**src/rtl/rom_reader_defs.sv**
```systemverilog
// Shared definitions for the PROM reader family: FSM states, mode codes and
// the width helpers used to mask address/data buses to the active chip size.
package rom_reader_defs;

   typedef enum logic [2:0] {
      ST_IDLE   = 3'd0,
      ST_SETTLE = 3'd1,
      ST_SAMPLE = 3'd2,
      ST_EMIT   = 3'd3,
      ST_HOLD   = 3'd4,
      ST_DONE   = 3'd5
   } state_t;

   localparam logic MODE_MANUAL = 1'b0;
   localparam logic MODE_AUTO   = 1'b1;

   // Low `width` bits set; callers cast down to their own bus width.
   function automatic logic [15:0] mask(input logic [3:0] width);
      return (16'd1 << width) - 16'd1;
   endfunction

   function automatic logic [3:0] clamp_width(input logic [3:0] width,
                                              input logic [3:0] max_width);
      return ((width == 4'd0) || (width > max_width)) ? max_width : width;
   endfunction

endpackage

```
**src/rtl/rom_settle_timer.sv**
```systemverilog
// Loadable down-counter giving the PROM outputs SETTLE_CYCLES clocks to settle
// after an address/select change; also used to time burn pulses.
module rom_settle_timer #(
   parameter int SETTLE_CYCLES = 16
) (
   input  logic clk,
   input  logic reset,
   input  logic load,
   output logic expired
);

   localparam int CW = (SETTLE_CYCLES > 1) ? $clog2(SETTLE_CYCLES) : 1;

   logic [CW-1:0] r_count;

   // Loading SETTLE_CYCLES-1 makes `expired` true on the last of SETTLE_CYCLES clocks.
   always_ff @(posedge clk) begin
      if (reset) begin
         r_count <= '0;
      end else if (load) begin
         r_count <= CW'(SETTLE_CYCLES - 1);
      end else if (r_count != '0) begin
         r_count <= r_count - CW'(1);
      end
   end

   assign expired = (r_count == '0);

endmodule

```
**src/rtl/rom_dump_controller.sv**
```systemverilog
// Run-time configurable PROM reader: manual stepping or full auto sweep that
// streams {address, data} pairs over a valid/ready handshake.
module rom_dump_controller
   import rom_reader_defs::*;
#(
   parameter int MAX_ADDRESS_WIDTH = 9,
   parameter int MAX_DATA_WIDTH    = 8,
   parameter int SELECT_WIDTH      = 4,
   parameter int SETTLE_CYCLES     = 16
) (
   input  logic                         clk,
   input  logic                         reset,
   input  logic                         mode,
   input  logic [3:0]                   address_width,
   input  logic [3:0]                   data_width,
   input  logic                         start,
   input  logic                         abort,
   input  logic                         step_up,
   input  logic                         step_down,
   input  logic [MAX_DATA_WIDTH-1:0]    chip_data_in,
   output logic [MAX_ADDRESS_WIDTH-1:0] chip_address,
   output logic [SELECT_WIDTH-1:0]      chip_select_n,
   output logic [MAX_DATA_WIDTH-1:0]    current_data,
   output logic                         out_valid,
   input  logic                         out_ready,
   output logic [MAX_ADDRESS_WIDTH-1:0] out_address,
   output logic [MAX_DATA_WIDTH-1:0]    out_data,
   output logic                         busy,
   output logic                         done
);

   state_t                         r_state;
   logic                           r_mode;
   logic [3:0]                     r_addr_width;
   logic [3:0]                     r_data_width;
   logic [MAX_ADDRESS_WIDTH-1:0]   r_address;
   logic [SELECT_WIDTH-1:0]        r_select_n;
   logic [MAX_DATA_WIDTH-1:0]      r_current_data;
   logic                           r_out_valid;
   logic [MAX_ADDRESS_WIDTH-1:0]   r_out_address;
   logic [MAX_DATA_WIDTH-1:0]      r_out_data;
   logic                           r_busy;
   logic                           r_done;

   logic [MAX_ADDRESS_WIDTH-1:0]   w_addr_mask;
   logic [MAX_DATA_WIDTH-1:0]      w_data_mask;
   logic [MAX_DATA_WIDTH-1:0]      w_sample_data;
   logic [MAX_ADDRESS_WIDTH-1:0]   w_addr_up;
   logic [MAX_ADDRESS_WIDTH-1:0]   w_addr_down;
   logic                           w_at_max;
   logic                           w_step_valid;
   logic                           w_timer_load;
   logic                           w_settle_expired;

   // The address mask doubles as max_addr, so wrapping never sets bits above the active width.
   assign w_addr_mask   = MAX_ADDRESS_WIDTH'(mask(r_addr_width));
   assign w_data_mask   = MAX_DATA_WIDTH'(mask(r_data_width));
   assign w_sample_data = chip_data_in & w_data_mask;
   assign w_at_max      = (r_address == w_addr_mask);
   assign w_addr_up     = w_at_max ? '0 : r_address + MAX_ADDRESS_WIDTH'(1);
   assign w_addr_down   = (r_address == '0) ? w_addr_mask : r_address - MAX_ADDRESS_WIDTH'(1);
   assign w_step_valid  = step_up ^ step_down;

   // Timer is reloaded on exactly the edges that enter SETTLE.
   assign w_timer_load = !reset && !abort &&
                         (((r_state == ST_IDLE) && start) ||
                          ((r_state == ST_EMIT) && out_ready && !w_at_max) ||
                          ((r_state == ST_HOLD) && w_step_valid));

   rom_settle_timer #(
      .SETTLE_CYCLES (SETTLE_CYCLES)
   ) u_settle_timer (
      .clk     (clk),
      .reset   (reset),
      .load    (w_timer_load),
      .expired (w_settle_expired)
   );

   always_ff @(posedge clk) begin
      if (reset) begin
         r_state        <= ST_IDLE;
         r_mode         <= MODE_MANUAL;
         r_addr_width   <= 4'(MAX_ADDRESS_WIDTH);
         r_data_width   <= 4'(MAX_DATA_WIDTH);
         r_address      <= '0;
         r_select_n     <= '1;
         r_current_data <= '0;
         r_out_valid    <= 1'b0;
         r_out_address  <= '0;
         r_out_data     <= '0;
         r_busy         <= 1'b0;
         r_done         <= 1'b0;
      end else begin
         r_done <= 1'b0;
         // NOTE: abort is checked first so it overrides an EMIT handshake in the same cycle.
         if (abort) begin
            r_state     <= ST_IDLE;
            r_out_valid <= 1'b0;
            r_select_n  <= '1;
            r_busy      <= 1'b0;
         end else begin
            case (r_state)
               ST_IDLE: begin
                  if (start) begin
                     r_mode       <= mode;
                     r_addr_width <= clamp_width(address_width, 4'(MAX_ADDRESS_WIDTH));
                     r_data_width <= clamp_width(data_width, 4'(MAX_DATA_WIDTH));
                     r_address    <= '0;
                     r_select_n   <= '0;
                     r_busy       <= 1'b1;
                     r_state      <= ST_SETTLE;
                  end
               end
               ST_SETTLE: begin
                  if (w_settle_expired) r_state <= ST_SAMPLE;
               end
               ST_SAMPLE: begin
                  r_current_data <= w_sample_data;
                  if (r_mode == MODE_AUTO) begin
                     r_out_address <= r_address;
                     r_out_data    <= w_sample_data;
                     r_out_valid   <= 1'b1;
                     r_state       <= ST_EMIT;
                  end else begin
                     r_state <= ST_HOLD;
                  end
               end
               ST_EMIT: begin
                  if (out_ready) begin
                     r_out_valid <= 1'b0;
                     if (w_at_max) begin
                        r_state <= ST_DONE;
                     end else begin
                        r_address <= w_addr_up;
                        r_state   <= ST_SETTLE;
                     end
                  end
               end
               ST_HOLD: begin
                  if (w_step_valid) begin
                     r_address <= step_up ? w_addr_up : w_addr_down;
                     r_state   <= ST_SETTLE;
                  end
               end
               ST_DONE: begin
                  r_done     <= 1'b1;
                  r_select_n <= '1;
                  r_busy     <= 1'b0;
                  r_state    <= ST_IDLE;
               end
               default: begin
                  r_select_n <= '1;
                  r_busy     <= 1'b0;
                  r_state    <= ST_IDLE;
               end
            endcase
         end
      end
   end

   assign chip_address  = r_address;
   assign chip_select_n = r_select_n;
   assign current_data  = r_current_data;
   assign out_valid     = r_out_valid;
   assign out_address   = r_out_address;
   assign out_data      = r_out_data;
   assign busy          = r_busy;
   assign done          = r_done;

endmodule

```
**config.mk**
```make
export PLATFORM = sky130hd
export DESIGN_NAME = rom_dump_controller
export DESIGN_NICKNAME = d
export VERILOG_FILES = /design/src/rtl/rom_reader_defs.sv /design/src/rtl/rom_settle_timer.sv /design/src/rtl/rom_dump_controller.sv
export SDC_FILE = /design/constraint.sdc
export NUM_CORES = 1
export LEC_CHECK = 0
export CAP_MARGIN = 20
export CORE_ASPECT_RATIO = 1.75
export CORE_MARGIN = 2
export CORE_UTILIZATION = 45
export DETAILED_ROUTE_END_ITERATION = 7
export PLACE_DENSITY = 0.77
export REMOVE_ABC_BUFFERS = 1
export SLEW_MARGIN = 10
export SYNTH_ARGS = -nofsm -noshare
export SYNTH_HDL_FRONTEND = slang
export SYNTH_SLANG_ARGS = --single-unit
```
**constraint.sdc**
```tcl
create_clock -name clk -period 5.6 [get_ports clk]
set_input_delay 1.12 -clock clk [delete_from_list [all_inputs] [get_ports clk]]
set_output_delay 1.12 -clock clk [all_outputs]
set_load 0.1 [all_outputs]
```
Word-level counts from Yosys, hierarchy flattened --
Cells that the tools add are included.
Word-level totals: bits in registers 57, word-level logic and storage cells 96
Operators by class: eq/ne operators 12, reductions and logical operators 31, bitwise logic cells 4, shift-type cells 2, $add $sub $neg 5, multiplexer cells 27, magnitude comparators 2
Operators by type and width (number):
- $mux 9 | 7
- $pmux 9 s3 | 1
- $mux 4 | 5
- $mux 3 | 6
- $sub 9x1->9 const B | 2
- $pmux 3 s5 | 1
- $logic_not 4->1 | 3
- $ne 2x2->1 const B | 5
- $add 9x1->9 const B | 1
- $eq 9x9->1 | 1
- $logic_not 9->1 | 1
- $reduce_and 3->1 | 3
- $shl 1x4->9 const A | 1
- $and 8x8->8 | 1
- $gt 4x4->1 const B | 2
- $pmux 4 s2 | 1
- $shl 1x4->8 const A | 1
- $sub 8x1->8 const B | 1
- $eq 3x2->1 const B | 2
- $eq 3x3->1 const B | 2
- $logic_and 1x1->1 | 6
- $reduce_and 6->1 | 1
- $logic_or 1x1->1 | 4
- $mux 1 | 4
- other kinds (15) | 21

Logic depth before layout (Yosys ltp) --
word-level depth 9, mapped depth 12, depth with buffers taken out 9

By module --
Synthesis repeated with hierarchy kept, for this count alone.
Unflattened totals: cells, all modules 427, area, all modules 3236.9 um^2
Modules (own cells, without submodules):
- rom_dump_controller | area an instance 3040.4 um^2, instances 1, cells an instance 407
- rom_settle_timer | area an instance 196.4 um^2, instances 1, cells an instance 20

Worst setup path after synthesis --
Ideal clock, no wire load.
path kind register to register, from register r_address[0], in the netlist chip_address[0], to register r_address[3], in the netlist chip_address[3], cell stages (with the launch flop) 11, setup slack 2.569 ns, arrival time 2.900 ns, library setup time 0.131 ns, buffers on the path 2, cell sequence dfxtp_1 buf_2 inv_1 ha_1 nor3b_2 and3_1 clkbuf_1 or3_1 a31o_2 o211ai_1 o211ai_1
On the way: longest elaborated chain between the ends 5, elaborated cells between the ends (all ways) 13, those cells by class add/sub: 2; eq/ne: 2; mux: 7; reduce/logical: 2
RTL lines:
- start: declaration | line rom_dump_controller.sv:36 | logic [MAX_ADDRESS_WIDTH-1:0] r_address;
- start signal: assignment | line rom_dump_controller.sv:134 | r_address <= w_addr_up;
- start signal: assignment | line rom_dump_controller.sv:141 | r_address <= step_up ? w_addr_up : w_addr_down;
- $sub 9x1->9, or another cell as far along | line rom_dump_controller.sv:61 | assign w_addr_down = (r_address == '0) ? w_addr_mask : r_address - MAX_ADDRESS_WIDTH'(1);
- $mux 9 (on tied branches) | line rom_dump_controller.sv:61, rom_dump_controller.sv:60
- $mux 9 (on tied branches) | line rom_dump_controller.sv:141, rom_dump_controller.sv:131
- $mux 9 (on tied branches) | line rom_dump_controller.sv:140, rom_dump_controller.sv:129
- $pmux 9 s3 | line rom_dump_controller.sv:102 | case (r_state)
Several ways; a longest one is shown, not always the timed one. The select of a mux whose other input is x is not followed. A chain may end at the register's enable or synchronous reset.

Final worst setup path --
from register r_address[4], in the netlist chip_address[4], to output chip_address[4]
RTL lines:
- end: declaration | line rom_dump_controller.sv:21 | output logic [MAX_ADDRESS_WIDTH-1:0] chip_address,
No word-level cell between the ends.

==> reports/qor.yml <==
run_status:
  status: "finished, final reports clean"
finish:
  drive_above_1_share_pct: 5.58
  syn_to_final_growth_pct: 21.6
  final_nets: 530
  antenna_cells: 0
  instances_no_fill: 590
yosys:
  synthMuxAreaShare_pct: 0.608
  ys_ff_latch: 54
  yosysSeqAreaShare_pct: 30.9
  synth_area_leaders: "dfxtp_1, a21oi_1, nand2_1"
  synth_top_area_share_pct: 30.9
  synth_top_family_by_area: "simple AND/OR/NAND/NOR gates"
  ys.flop_type: "dfxtp_1"
  synth_edf_count: 0
  synthSimpleGateAreaFrac_pct: 28.0
  synth_xor_area_share_pct: 5.40
  synth_common_cells: "nand2_1, dfxtp_1, a21oi_1, nor2_1, clkbuf_1"
  yosysTopAreaCell: "dfxtp_1"
  yosys_warnings: 0
  syn_area_um2: 3500
  synthAdderAreaFrac_pct: 1.79
  yosysMostFrequentCell: "nand2_1"
  synth_cell_type_count: 69
  syn_inst: 463
  avgSynthCellArea_um2: 7.56
  synth_compound_area_share_pct: 26.5
  synth-async-reset-ratio_pct: 0
timing:
  setup_viol: 0
  finClkSkew_ps: 4.64
  worst_pin_slew_ps: 1010
  slew_headroom_pct: 32.7
  fin_setup_tns_ps: 0
  drv_slew: 0
  hold_viol_final: 0
  timing.final.crit_share_pct: 60.1
  finalCriticalPeriod_ps: 3370
  rsz0062_at_grt: "false"
  clock.fmax_mhz: 297
worst_hold_path:
  min_to: "out_address[2]$_SDFFE_PP0P_"
  hp-start: "out_address[2]$_SDFFE_PP0P_"
  hp-class: "flop to flop"
  hold-path-cell-count: 2
global_routing:
  grt_pass1_wl_um: 16200
  grt-ovfl-total: 0
  grt_start_max_net_pins: 29
  grt_use_total_pct: 23.1
  grt_pass1_vias: 3519
  antenna_found_initial: 0
pwr:
  ir_drop_mv: 0.176
  total_power_uw: 1010
  powerDensity_nw_per_um2: 237
  p_leak_uw: 0.00143
worst_setup_path:
  path_max_fanout: 15
  slowest_delay_ps: 1250
  worstSetupStartpoint: "chip_address[4]$_SDFFE_PP0P_"
  critPathCaptureType: "output port"
  path_delay_family: "buffers and inverters"
  cp_cell_sequence: "clkdlybuf4s50_1"
  cpMaxStageDelayCell: "clkdlybuf4s50_1"
  rrSetupSlack_ps: 2260
  critPathBufInv: 1
  r2r_end: "chip_address[3]$_SDFFE_PP0P_"
  rr_startpoint: "r_addr_width[3]$_SDFFE_PP1P_"
  path_class: "flop to output port"
  cp.required_ps: 4480
  cp.arrival_ps: 2250
  r2r_cells: 9
  critPathLaunchType: "flop"
floorplan:
  die_w_um: 70.7
  die_area_um2: 8520
  start_util_pct: 46.2
  coreArea_um2: 7570
  die_h_um: 121
  rows: 42
  pin_count: 65
clock_network:
  cts.htree.levels: 2
  clk_latency_ps: 290
  cts_hold_buf: 0
  cts.sinks: 54
  ctsResizeCount: 0
  cts-root-buf: "clkbuf_16"
  clkTransAtPathRegs_ps: 70
  cts_buffer_depth: 2
  post_cts_buffers: 0
  cts_tree: "done"
  cts_buffers: 5
detailed_routing:
  antenna_left: 0
  drcViolationCount: 0
  drt_pass1_iterations: 7
  drt_iter0_markers: 293
  vias: 3578
  routedWlPerCell_um: 16.6
  viasPerCell: 6.06
  drt-total-wl_um: 9780
placement:
  hpwl_um: 7110
  gp_congestion: 0.969
  dpl.cell_count: 582
  numPortBuffers: 64
job:
  cap_violations: 0
-- metrics by stage --
stage	worst slack, ps	util, %	area [um2]	hold WS (ps)
floorplan	1610	-	3330	501
global placement	2250	54.1	4090	444
detailed placement	2180	54.1	4090	448
CTS	2230	56.2	4260	457
global route	2020	56.2	4260	477
finish	2230	56.2	4260	453
-- per-layer routing --
metal / track usage, % / share of wire (%) / vias up
met5: 0 / 0 / -
met4: 15.0 / 5.2 / 0
met3: 3.25 / 5.3 / 43
met2: 39.3 / 50 / 145
met1: 26.7 / 39 / 1663
li1: - / - / 1727
-- layout make-up --
type	instances	area [um2]
clock buffers	7	153
clock inverters	1	8.76
fillers	704	3310
inverters	18	67.6
multi-input cells	356	2180
flip-flops and latches	54	1080
well taps	88	110
repair buffers	66	656
-- worst max path at each step --
stage / cells past startpoint / slack, ps / end
final: 1 / 2230 / chip_address[4]
after global routing: 9 / 2020 / chip_address[3]$_SDFFE_PP0P_
after floorplan: 0 / 1610 / chip_select_n[0]
after CTS: 1 / 2230 / chip_address[4]
after global placement: 6 / 2250 / out_data[5]$_SDFFE_PP0P_
after detailed placement: 6 / 2180 / out_data[5]$_SDFFE_PP0P_
-- cell families (layout without fill, tap and decap cells) --
group           after synthesis  after routing
compound gates              133            133
buf+inv                      53             92
mux                           2              2
xor+xnor                     20             20
fa+ha+maj                     5              5
flops                        54             54
simple gates                196            196
-- registers in the layout, indices dropped and copies added, names as in the netlist --
name	count
out_data	8
r_mode	1
out_valid	1
r_state	3
busy	1
current_data	8
chip_select_n	1
r_data_width	4
r_addr_width	4
out_address	9
done	1
chip_address	9
u_settle_timer.r_count	4
-- power by group --
part           internal [uW]  leakage (uW)  switching [uW]  total [uW]
Sequential               405      0.000438            32.3         437
Combinational           98.7      0.000908             147         246
Clock                    191     0.0000801             135         326
-- cell usage in the layout (no fill, tap or decap), types with 3 or more instances in the layout --
master / netlist / layout
o21ai_1: 4 / 4
nor3_1: 18 / 18
xnor2_1: 13 / 13
nand2_1: 63 / 63
nor3b_1: 10 / 10
inv_1: 18 / 18
nand3b_1: 4 / 4
clkbuf_16: 0 / 5
nor2_1: 44 / 44
nor4_1: 5 / 5
or3_1: 6 / 6
a211oi_1: 6 / 6
ha_1: 5 / 5
a21oi_1: 49 / 49
clkdlybuf4s50_1: 0 / 64
nand3_1: 14 / 14
o211ai_1: 12 / 12
dfxtp_1: 54 / 54
o31ai_1: 8 / 8
nor2b_1: 6 / 6
o21ai_0: 11 / 11
a31oi_1: 6 / 6
and3_1: 3 / 3
xor2_1: 6 / 6
nand4_1: 5 / 5
a21boi_0: 3 / 3
and2_1: 5 / 5
a211oi_2: 3 / 3
No activity file was read; power rests on OpenSTA's default activity.
==> edit 1: new RTL, same settings <==
Re-encode `state_t` (6 states) as one-hot, 6 bits wide.
--- a/src/rtl/rom_reader_defs.sv
+++ b/src/rtl/rom_reader_defs.sv
@@ -3,11 +3,11 @@
 package rom_reader_defs;
 
-   typedef enum logic [2:0] {
-      ST_IDLE   = 3'd0,
-      ST_SETTLE = 3'd1,
-      ST_SAMPLE = 3'd2,
-      ST_EMIT   = 3'd3,
-      ST_HOLD   = 3'd4,
-      ST_DONE   = 3'd5
+   typedef enum logic [5:0] {
+      ST_IDLE   = 6'b000001,
+      ST_SETTLE = 6'b000010,
+      ST_SAMPLE = 6'b000100,
+      ST_EMIT   = 6'b001000,
+      ST_HOLD   = 6'b010000,
+      ST_DONE   = 6'b100000
    } state_t;
 
Check against the original RTL: same outputs for any inputs over 10 cycles, from zero or initial values and one cycle with reset high; not proved beyond that.
==> edit 1 against the original RTL <==
First-iteration DRC count shrank 34%. Power grew 21%. Utilization grew 2.0 points. Count of clock-buffer cells in the layout grew 5. Sequential cell count grew 3. Combinational power shrank 19%. Worst setup slack lost 0.14 ns. Routed wire length shrank 13%. Worst hold slack lost 0.0067 ns. Cell count shrank 3.1%. Synthesized area shrank 3.0%. Sequential power grew 3%. Final area shrank 0.29%.
==> edit 1: results (changes against the original RTL) <==
outcome: "completed"  # unchanged
synth_xor_area_share_pct: 4.130  # was 5.401%
use_met2_pct: 36.72  # was 39.33%
power.density_mw_per_mm2: 287.1  # was 237.1 mW/mm2
h-tree-depth: 3  # was 2
power_clock_uw: 571  # was 326 uW
synth_fa_ha_area_share_pct: 2.212  # was 1.788%
drt_iter0_drc: 194  # was 293
fin_crit_sh_pct: 62.57  # was 60.13%
whs_ns: 0.4460  # was 0.4527 ns
layout.nets: 511  # was 530
clkLatencyLatePin_ns: 0.33  # was 0.29 ns
cpMaxStageDelayCell: "dfxtp_1"  # was clkdlybuf4s50_1
route.met3.wl_um: 428  # was 517 um
syn_inst: 447  # was 463
synth-seq-area-share_pct: 33.63  # was 30.90%
synthTopCellsByCount: "nand2_1, dfxtp_1, a21oi_1"  # unchanged
finClkSkew_ns: 0.004741  # was 0.004635 ns
synth_cell_types: 62  # was 69
drt-pass1-iter-count: 5  # was 7
arrival_ns: 3.74  # was 2.25 ns
wirelength_met1_mm: 3.440  # was 3.828 mm
slowest_delay_ns: 0.66  # was 1.25 ns
wl_met2_mm: 4.460  # was 4.924 mm
clk_pin_slew_ns: 0.05  # was 0.07 ns
dp_slack_ns: 2.148  # was 2.183 ns
synth_compound_area_share_pct: 23.08  # was 26.50%
drive_above_1_share_pct: 6.790  # was 5.578%
synth_mux_area_share_pct: 1.217  # was 0.6080%
power.net_switching_uw: 329.6  # was 314.3 uW
cpLargestDelayFamily: "compound AO/OA/AOI/OAI gates"  # was buffers and inverters
place_hpwl_mm: 6.025  # was 7.114 mm
grt_usage_pct: 20.89  # was 23.15%
grt_pass1_vias: 2984  # was 3,519
avgViaCountPerCell: 5.759  # was 6.064
leakage_uw: 0.001527  # was 0.001426 uW
vias: 3294  # was 3,578
dpl-instance-area_mm2: 0.003926  # was 0.004094 mm2
ys_top_cells_by_area: "dfxtp_1, a21oi_1, nand2_1"  # unchanged
cts_made_buffers: 9  # was 5
peakVddDrop_mv: 0.1618  # was 0.1760 mV
[edit 1: changes by cell type after synthesis, moves of 5 or more]
cell,delta
nand2b_1,+7
o21ai_0,+9
nor3_1,-6
nand4_1,-5
a31oi_1,-5
or3_1,-5
nand2_1,-5
xnor2_1,-6
o31ai_1,-5
o211ai_1,-9
inv_1,-5
[edit 1: final timing paths]
| path | from | endpoint | depth (start not counted) |
|---|---|---|---|
| hold / removal | busy | busy | 2 |
| setup reg to reg | r_addr_width[2] | chip_address[1] | 10 |
| setup / recovery | r_addr_width[2] | chip_address[1] | 10 |
| hold reg to reg | busy | busy | 2 |
[edit 1: final cells by class]
cell class | count | area [um2]
inverters | 13 | 48.80
multi-input cells | 336 | 1993
well taps | 86 | 107.6
flip-flops and latches | 57 | 1141
fillers | 700 | 3042
repair buffers | 64 | 635.6
clock buffers | 12 | 266.5
clock inverters | 4 | 50.05
[edit 1: tightest hold or removal path: stages, from the launching register on]
cell and delay, ns:
dfxtp_1 0.30, inv_1 0.05, a21oi_1 0.05
==> edit 2: new RTL, same settings <==
Made on the original files. `MAX_DATA_WIDTH`: 8 -> 12.
--- a/src/rtl/rom_dump_controller.sv
+++ b/src/rtl/rom_dump_controller.sv
@@ -5,5 +5,5 @@
 #(
    parameter int MAX_ADDRESS_WIDTH = 9,
-   parameter int MAX_DATA_WIDTH    = 8,
+   parameter int MAX_DATA_WIDTH    = 12,
    parameter int SELECT_WIDTH      = 4,
    parameter int SETTLE_CYCLES     = 16
Ports: changed (resized chip_data_in, current_data and out_data); port bits go from 65 to 77. The function was not compared with the original's and may differ.
==> edit 2 against the original RTL <==
Critical path depth did not move. Power increased by 22%. Routed wire length is 1.6% higher. Highest routed layer unchanged. Sequential power rose by 13%. Synthesized cell count is 3.7% higher. Synthesized area up 2.9%. Utilization up 1.8 points. Worst setup slack got worse by 0.036 ns. First-iteration DRC count is 20% lower. Final area up 7.2%. Via count up 1.5%. Worst hold slack better by 0.0031 ns. Sequential cell count up 8. Largest power group is now clock.
==> edit 2: results (changes against the original RTL) <==
power.net_switching_uw: 359.4  # was 314.3 uW
h-tree-depth: 3  # was 2
detail_route.wl_per_cell_um: 15.98  # was 16.58 um
ctsResizeCount: 0  # unchanged
cpMaxStageDelayCell: "clkdlybuf4s50_1"  # unchanged
die_area_mm2: 0.008762  # was 0.008523 mm2
grt_pass1_wl_mm: 15.95  # was 16.20 mm
finClkSkew_ns: 0.003002  # was 0.004635 ns
layout.nets: 561  # was 530
cts-root-buf: "clkbuf_16"  # unchanged
outcome: "completed"  # unchanged
vias: 3633  # was 3,578
clkLatencyLatePin_ns: 0.33  # was 0.29 ns
synth_cell_types: 71  # was 69
reg2reg_slack_ns: 2.42  # was 2.26 ns
synth-main-ff-cell: "dfxtp_1"  # unchanged
worstRegToRegCells: 9  # unchanged
drt_iter0_drc: 233  # was 293
dpl-instance-area_mm2: 0.004292  # was 0.004094 mm2
arrival_ns: 2.28  # was 2.25 ns
worst-path-max-fanout: 12  # was 15
rr_endpoint: "chip_address[3]"  # unchanged
dp_cells: 607  # was 582
grt_max_degree: 54  # was 29
grt_usage_pct: 23.17  # was 23.15%
dp_slack_ns: 2.193  # was 2.183 ns
hold_path_class: "reg2reg"  # unchanged
synth-seq-area-share_pct: 34.47  # was 30.90%
min_to: "out_data[11]"  # was out_address[2]
slowest_delay_ns: 1.25  # about the same
grt_pass1_vias: 3417  # was 3,519
clk_pin_slew_ns: 0.05  # was 0.07 ns
peakVddDrop_mv: 0.1889  # was 0.1760 mV
place_hpwl_mm: 7.175  # was 7.114 mm
gp_congestion: 0.9480  # was 0.9689
whs_ns: 0.4558  # was 0.4527 ns
synthTopCellsByCount: "nand2_1, dfxtp_1, a21oi_1"  # unchanged
tightest_slew_ns: 0.9863  # was 1.007 ns
hold_buffers: 0  # unchanged
instances_no_fill: 622  # was 590
numPortBuffers: 76  # was 64
synth_area_per_cell_um2: 7.502  # was 7.556 um2
drive_above_1_share_pct: 6.767  # was 5.578%
cts_made_buffers: 9  # was 5
min_from: "out_data[11]"  # was out_address[2]
post_cts_buffers: 0  # unchanged
period_minus_slack_ns: 3.403  # was 3.367 ns
fillers: 735  # was 704
cpLargestDelayFamily: "buffers and inverters"  # unchanged
ys_top_cells_by_area: "dfxtp_1, nand2_1, a21oi_1"  # was dfxtp_1, a21oi_1, nand2_1
drt-pass1-iter-count: 5  # was 7
leakage_uw: 0.001626  # was 0.001426 uW
reg2reg_from: "r_addr_width[2]"  # was r_addr_width[3]
## edit 2: cell types whose count changed after synthesis, sizes merged, moves of 8 or more
cell,change
inv,-8
nand2,+19
a21oi,+10
o211ai,-9
dfxtp,+8
## edit 2: worst max-delay path by stage
| stage | start | endpoint |
|---|---|---|
| after floorplan | chip_select_n[2] | chip_select_n[0] |
| after detailed placement | step_up | chip_address[7] |
| final | chip_address[4] | chip_address[4] |
| after CTS | chip_address[4] | chip_address[4] |
| after global routing | chip_address[4] | chip_address[4] |
| after global placement | abort | out_address[2] |
## edit 2: stage by stage
stage               power, uW  utilization, %
finish                   1236           58.06
global route             1284           58.06
CTS                      1239           58.06
detailed placement      733.7           54.64
global placement        727.6           54.64
floorplan               660.7               -
## edit 2: layout make-up
type	count	area (um2)	area share (%)
sequential	62	1241	27.22
multi-input combinational	366	2126	46.61
clock buffer	14	264.0	5.789
clock inverter	1	5.005	0.1097
inverter	11	41.29	0.9054
timing repair buffer	78	770.7	16.90
tap	90	112.6	2.469
## edit 2: metal layers
metal  global-route usage, %  vias to the layer above  share of wire, %  wire length (um)
li1                        -                     1791                 -                 -
met1                   23.82                     1711                37              3663
met2                   41.78                      109                55              5431
met3                   4.926                       22               5.4               534
met4                   14.39                        0               3.1               308
met5                       0                        -                 0                 0
## edit 2: kinds of logic after synthesis
family / share of synthesized area (%)
simple gates: 28.60
compound gates: 23.28
xor+xnor: 4.552
flops: 34.47
buf+inv: 6.497
fa+ha+maj: 1.737
mux: 0.8687
## edit 2: power groups by stage
stage	logic [uW]	clock network [uW]	registers, uW
3_3_place_gp	226	0	501
4_1_cts	234	512	493
5_1_grt	259	528	497
6_report	234	509	493
2_1_floorplan	131	0	529
3_5_place_dp	232	0	502
